**config.mk**
```make
export PLATFORM = sky130hd
export DESIGN_NAME = onehot_demux_buffered
export DESIGN_NICKNAME = d
export VERILOG_FILES = /design/src/rtl/onehot_demux_buffered.sv
export SDC_FILE = /design/constraint.sdc
export NUM_CORES = 1
export LEC_CHECK = 0
export CELL_PAD_IN_SITES_DETAIL_PLACEMENT = 1
export CELL_PAD_IN_SITES_GLOBAL_PLACEMENT = 1
export CORE_MARGIN = 10
export CORE_UTILIZATION = 48
export DETAILED_ROUTE_END_ITERATION = 8
export GPL_TIMING_DRIVEN = 0
export HOLD_SLACK_MARGIN = 0.06
export PLACE_DENSITY = 0.9
export SYNTH_ARGS = -nofsm -noshare
export SYNTH_HDL_FRONTEND = slang
export SYNTH_SLANG_ARGS = --single-unit
```
**constraint.sdc**
```tcl
create_clock -name clk -period 11.16 [get_ports clk]
set_clock_uncertainty 0.05 [all_clocks]
set_input_delay 2.232 -clock clk [delete_from_list [all_inputs] [get_ports clk]]
set_output_delay 2.232 -clock clk [all_outputs]
set_load 0.03 [all_outputs]
```
**src/rtl/onehot_demux_buffered.sv**
```systemverilog
// onehot_demux_buffered
//   Streaming one-hot demultiplexer. A single valid/ready input stream carries
//   a one-hot lane select. Each word is routed into that lane's DEPTH-entry
//   FIFO, and every lane drains through its own valid/ready handshake. A word
//   whose select is not one-hot is still accepted, but it is dropped and
//   err_o pulses in the following cycle.
//
// Ports
//   clk      : clock; all state updates on the rising edge
//   rst      : asynchronous active-high reset
//   valid_i  : input word valid
//   ready_o  : input word can be accepted this cycle (combinational)
//   sel_i    : one-hot destination lane for data_i
//   data_i   : input word
//   valid_o  : per-lane head entry valid
//   ready_i  : per-lane consumer ready
//   data_o   : per-lane head entry data, lane k at [k*WIDTH +: WIDTH]; zero when lane empty
//   err_o    : one-cycle pulse, a word with a non-one-hot select was discarded
module onehot_demux_buffered #(
  parameter int OUTPUTS = 4,
  parameter int WIDTH   = 16,
  parameter int DEPTH   = 2
) (
  input  logic                     clk,
  input  logic                     rst,
  input  logic                     valid_i,
  output logic                     ready_o,
  input  logic [OUTPUTS-1:0]       sel_i,
  input  logic [WIDTH-1:0]         data_i,
  output logic [OUTPUTS-1:0]       valid_o,
  input  logic [OUTPUTS-1:0]       ready_i,
  output logic [OUTPUTS*WIDTH-1:0] data_o,
  output logic                     err_o
);

  localparam int PW = (DEPTH > 1) ? $clog2(DEPTH) : 1;
  localparam int CW = $clog2(DEPTH + 1);
  localparam logic [PW-1:0] LAST_PTR = PW'(DEPTH - 1);
  localparam logic [CW-1:0] FULL_CNT = CW'(DEPTH);

  // A select is legal when it is nonzero and clearing its lowest set bit leaves zero.
  function automatic logic f_is_onehot(input logic [OUTPUTS-1:0] v);
    logic r;
    r = (v != {OUTPUTS{1'b0}}) &&
        ((v & (v - {{(OUTPUTS-1){1'b0}}, 1'b1})) == {OUTPUTS{1'b0}});
    return r;
  endfunction

  // Pointer increment that wraps at DEPTH-1, so DEPTH need not be a power of two.
  function automatic logic [PW-1:0] f_next_ptr(input logic [PW-1:0] p);
    logic [PW-1:0] r;
    if (p == LAST_PTR) begin
      r = {PW{1'b0}};
    end else begin
      r = p + PW'(1'b1);
    end
    return r;
  endfunction

  logic [WIDTH-1:0]   r_mem    [OUTPUTS][DEPTH];
  logic [PW-1:0]      r_wr_ptr [OUTPUTS];
  logic [PW-1:0]      r_rd_ptr [OUTPUTS];
  logic [CW-1:0]      r_count  [OUTPUTS];
  logic               r_err;

  logic               w_legal;
  logic               w_accept;
  logic               w_err_next;
  logic [OUTPUTS-1:0] w_valid;
  logic [OUTPUTS-1:0] w_pop;
  logic [OUTPUTS-1:0] w_push;
  logic [OUTPUTS-1:0] w_lane_ready;

  // Per-lane status. A full lane still has room when it pops in the same
  // cycle, which gives the combinational ready_i -> ready_o path.
  always_comb begin
    w_valid      = {OUTPUTS{1'b0}};
    w_pop        = {OUTPUTS{1'b0}};
    w_lane_ready = {OUTPUTS{1'b0}};
    for (int k = 0; k < OUTPUTS; k++) begin
      w_valid[k]      = (r_count[k] != {CW{1'b0}});
      w_pop[k]        = w_valid[k] && ready_i[k];
      w_lane_ready[k] = (r_count[k] < FULL_CNT) || w_pop[k];
    end
  end

  // Input handshake and routing. An illegal select is always accepted so that
  // it can be discarded. When valid_i is low, an X on sel_i falls into the
  // else branch and cannot produce a push.
  always_comb begin
    w_legal = f_is_onehot(sel_i);
    if (w_legal) begin
      ready_o = |(sel_i & w_lane_ready);
    end else begin
      ready_o = 1'b1;
    end
    w_accept = valid_i && ready_o;
    if (w_accept && w_legal) begin
      w_push = sel_i;
    end else begin
      w_push = {OUTPUTS{1'b0}};
    end
    w_err_next = w_accept && !w_legal;
  end

  // Lane FIFO storage, pointers, counts and the registered error pulse.
  always_ff @(posedge clk or posedge rst) begin
    if (rst) begin
      for (int k = 0; k < OUTPUTS; k++) begin
        r_wr_ptr[k] <= {PW{1'b0}};
        r_rd_ptr[k] <= {PW{1'b0}};
        r_count[k]  <= {CW{1'b0}};
        for (int e = 0; e < DEPTH; e++) begin
          r_mem[k][e] <= {WIDTH{1'b0}};
        end
      end
      r_err <= 1'b0;
    end else begin
      for (int k = 0; k < OUTPUTS; k++) begin
        if (w_push[k]) begin
          r_mem[k][r_wr_ptr[k]] <= data_i;
          r_wr_ptr[k]           <= f_next_ptr(r_wr_ptr[k]);
        end
        if (w_pop[k]) begin
          r_rd_ptr[k] <= f_next_ptr(r_rd_ptr[k]);
        end
        case ({w_push[k], w_pop[k]})
          2'b10:   r_count[k] <= r_count[k] + CW'(1'b1);
          2'b01:   r_count[k] <= r_count[k] - CW'(1'b1);
          default: r_count[k] <= r_count[k];
        endcase
      end
      r_err <= w_err_next;
    end
  end

  // Head data is gated by lane valid, so an empty lane presents zeros.
  always_comb begin
    data_o = {(OUTPUTS*WIDTH){1'b0}};
    for (int k = 0; k < OUTPUTS; k++) begin
      data_o[k*WIDTH +: WIDTH] = r_mem[k][r_rd_ptr[k]] & {WIDTH{w_valid[k]}};
    end
  end

  assign valid_o = w_valid;
  assign err_o   = r_err;

endmodule

```
Yosys cells after proc, flatten, opt, wreduce, memory -nomap -nowiden
Cells that the tools add are included.

Register bits after elaboration: 145. Bits of input ports: 27. Output and inout port bits: 70. Word-level logic and storage cells: 142.

Add/subtract/negate cells: 17. Order comparisons: 16. Equal/unequal tests: 8. Mux-type cells: 38. Bitwise operators: 14. Reduce and logical (&&, ||, !) cells: 28.

Operator list (number): $mux 16 (16); $bwmux 32 (4); $and 16x16->16 (4); $demux 16 s1 (4); $ge 2x2->1 const B (8); $not 1->2 (8); $pmux 2 s2 (4); $reduce_bool 2->1 (8); $logic_and 1x1->1 (12); $mux 1 (9); $add 1x1->1 const B (8); $add 2x1->2 const B (4); $and 4x4->4 (2); $eq 2x1->1 const B (4); $eq 2x2->1 const B (4); $lt 2x1->1 const B (4); $lt 2x2->1 const B (4); $sub 2x1->2 const B (4); $logic_not 4->1 (1); $logic_or 1x1->1 (4); $mux 4 (1); $reduce_bool 4->1 (1); $reduce_or 4->1 (1); $sub 4x1->4 const B (1); $logic_not 1->1 (1).

Logic depth before layout (Yosys ltp)
Depth after elaboration: 11. Gate-level depth with buffers: 9. Mapped depth without buffers: 8.

Least setup slack after synthesis
Ideal clock, no wire load.

Path type: input -> output. Start: input port sel_i[3]. End: output port ready_o. Data arrival time: 3.447 ns. Data required time: 8.878 ns. Slack: 5.431 ns. Cell stages on the path: 4. Buffers on the path: 1. Cells stage by stage: xor2_1 > a211oi_4 > buf_4 > nand3b_1.

Longest elaborated chain between the ends: 5. Elaborated cells between the ends (all ways): 8. Those cells by class: add/sub (1); mux (1); bitwise (2); reduce/logical (4).

Ends and longest elaborated chain: from (decl) (RTL line 28) `input logic [OUTPUTS-1:0] sel_i,`; $sub 4x1->4 (RTL line 45) `((v & (v - {{(OUTPUTS-1){1'b0}}, 1'b1})) == {OUTPUTS{1'b0}});`; $and 4x4->4 (RTL line 45); $logic_not 4->1 (RTL line 45); $logic_and 1x1->1 (RTL line 44) `r = (v != {OUTPUTS{1'b0}}) &&`; $mux 1 (*) (RTL line 92) `if (w_legal) begin`; to (decl) (RTL line 27) `output logic ready_o,`.

Mark *: on every way between the ends. The rest lies on a longest branch, timed or not.

Final worst setup path
Ends and elaborated chain as after synthesis.

==> impl_metrics.py <==
metrics = {
    "status": {
        "status": "finished, final reports clean",
    },
    "sta": {
        "setup_ws_ns": 4.01,
        "setup_viol": 0,
        "maxSlewViolCount": 0,
        "finalCritPeriodShare_pct": 64.0,
        "slew_headroom_pct": 35.8,
        "setup_tns_ns": 0,
        "hold_slack_ns": 0.438,
        "hold_viol_final": 0,
        "min_period_ns": 7.15,
        "worstMarginPinSlew_ns": 0.959,
        "rsz0062_at_grt": "false",
        "fmax_mhz": 140,
    },
    "finish": {
        "nFillCells": 1350,
        "final_common_cell": "dfrtp_1",
        "diodes": 0,
        "drive_gt1_share_pct": 13.0,
        "syn_to_final_growth_pct": 27.3,
        "layout.nets": 649,
        "fin_util_pct": 62.3,
        "design_area_um2": 8650,
        "most-common-layout-cells": "145 x dfrtp_1, 104 x mux2_1, 95 x clkdlybuf4s50_1",
    },
    "worst_setup_path": {
        "rr_endpoint": "r_count[3]",
        "crit_cells": 6,
        "critPathLaunch": "sel_i[3]",
        "startpoint_type": "input port",
        "r2r_cells": 8,
        "cp_slowest_cell": "clkdlybuf4s50_1",
        "rrSetupSlack_ns": 8.56,
        "reg2reg_from": "r_count[3]",
        "path_cells": "clkdlybuf4s50_1 > xor2_1 > a211oi_4 > buf_4 > nand3b_1 > clkdlybuf4s50_1",
        "worstPathRequired_ns": 8.88,
        "critPathTopFamily": "buffers and inverters",
        "crit_path_max_fanout": 10,
        "crit_buf_inv": 3,
        "end_kind": "primary output",
        "crit_type": "in2out",
        "worstSetupEndpoint": "ready_o",
        "slowest_delay_ns": 0.69,
        "cpMostUsedCell": "clkdlybuf4s50_1",
        "crit_arrival_ns": 4.86,
    },
    "placement": {
        "port_buffers": 95,
        "gp_congestion": 0.811,
        "dp_worst_setup_slack_ns": 4.07,
        "dpl.hpwl_mm": 13.1,
        "post_dp_cell_area_um2": 8000,
    },
    "die": {
        "die_h_um": 139,
        "die-area_um2": 19300,
        "rows": 43,
        "ios": 97,
        "start_util_pct": 48.9,
        "core_um2": 13900,
        "die_x_um": 139,
    },
    "synth": {
        "synth.top_cell.area_share_pct": 53.4,
        "ys_warn_count": 0,
        "synth_cells": 503,
        "synth_top_flop_cell": "dfrtp_1",
        "syn_area_um2": 6790,
        "syn_nets": 534,
        "ys_ff_latch": 145,
        "synth_cell_type_count": 25,
        "synth_top_cell_by_area": "dfrtp_1",
        "synthArstFlopShare_pct": 100,
        "synth_seq_area_share_pct": 53.4,
        "synth-edff-count": 0,
        "avgSynthCellArea_um2": 13.5,
        "ys_top_cells_by_area": "dfrtp_1 53%, mux2_1 17%, mux2i_1 9.4%",
    },
    "power_and_ir_drop": {
        "max-vdd-ir-drop_mv": 0.187,
        "powerDensity_nw_per_um2": 356,
        "leakagePower_nw": 3.87,
    },
    "clocking": {
        "clkTransAtPathRegs_ns": 0.06,
        "cts.repair.resized": 0,
        "cts_root_buf": "clkbuf_16",
        "cts_inserted_buffers": 17,
        "clk_latency_ns": 0.42,
        "cts_setup_buffers": 0,
        "cts_tree": "built",
        "cts.sinks": 145,
        "ctsHoldBuffers": 0,
        "cts_buffer_depth": 2,
        "h-tree-depth": 4,
    },
    "detailed_routing": {
        "via_per_inst": 5.63,
        "routed_wl_mm": 20.1,
        "drc_errors": 0,
        "ant_nets": 0,
        "routedWlPerCell_um": 24.7,
        "drt_iter0_drc": 252,
        "via_count": 4562,
        "firstDrtPassIters": 4,
    },
    "hold_path": {
        "hold_class": "reg2reg",
    },
    "global_route": {
        "antenna_found_initial": 0,
        "grt_pass1_wl_mm": 31.8,
        "grt_start_max_net_pins": 98,
        "grt_pass1_vias": 5282,
        "grt-ovfl-total": 0,
        "grt_use_total_pct": 20.9,
    },
    "flow_run": {
        "maxCapViolCount": 0,
    },
}
-- worst min path at each step --
stage / slack, ns / from / cells past startpoint / endpoint
global route: 0.45 / r_mem[50] / 1 / r_mem[50]
detailed placement: 0.42 / r_mem[48] / 1 / r_mem[48]
global placement: 0.42 / r_mem[84] / 1 / r_mem[84]
floorplan: 0.41 / r_mem[112] / 1 / r_mem[112]
CTS: 0.44 / r_mem[48] / 1 / r_mem[48]
finish: 0.44 / r_mem[48] / 1 / r_mem[48]
-- routing by layer --
layer | vias up | global-route usage, % | part of all wire [%]
met5 | - | 0 | 0
met4 | 0 | 9.01 | 2.5
met3 | 35 | 5.00 | 4.8
met2 | 133 | 37.1 | 53
met1 | 2422 | 23.2 | 40
li1 | 1972 | - | -
-- metrics by stage --
stage          cells  power (W)
2_1_floorplan    503    0.00183
3_3_place_gp     778    0.00234
3_5_place_dp     779    0.00243
4_1_cts          811    0.00310
5_1_grt          811    0.00324
6_report         811    0.00308
-- cell type report --
cell class	count	area [um2]	area share [%]
Buffer	24	148	1.71
Multi-Input combinational cell	325	2980	34.5
Tap cell	180	225	2.60
Inverter	9	38.8	0.449
Timing Repair Buffer	96	978	11.3
Clock inverter	14	204	2.36
Clock buffer	18	439	5.08
Sequential cell	145	3630	42.0
-- flip-flops by register name, indices dropped and copies added, names as in the netlist --
name and flops:
r_count 8, r_wr_ptr 4, err_o 1, r_rd_ptr 4, r_mem 128
-- logic make-up (layout without fill, tap and decap cells) --
| group | count (synthesis) | in the layout | share of synthesized area, % |
|---|---|---|---|
| adder cells (fa/ha/maj) | 4 | 4 | 0.737 |
| flip-flops | 145 | 145 | 53.4 |
| buffers and inverters | 33 | 161 | 2.67 |
| XOR/XNOR | 21 | 21 | 2.71 |
| multiplexers | 192 | 192 | 30.6 |
| AND/OR/NAND/NOR | 93 | 93 | 5.93 |
| AO/OA/AOI/OAI | 15 | 15 | 3.90 |
-- report_power, final --
group | internal [W] | total [W] | leakage [nW] | switching (W)
sequential | 0.000791 | 0.000972 | 1.79 | 0.000180
clock | 0.000384 | 0.000620 | 0.309 | 0.000236
combinational | 0.000624 | 0.00149 | 1.77 | 0.000862
total | 0.00180 | 0.00308 | 3.87 | 0.00128
-- cell usage after synthesis, types with 5 or more instances --
cell type	count
a211oi_4	5
buf_4	5
buf_6	5
clkbuf_1	12
dfrtp_1	145
inv_1	9
mux2_1	104
mux2_2	24
mux2i_1	64
nor2_1	73
xnor2_1	8
xor2_1	13
Note: power is estimated with default switching activity, not from simulation.
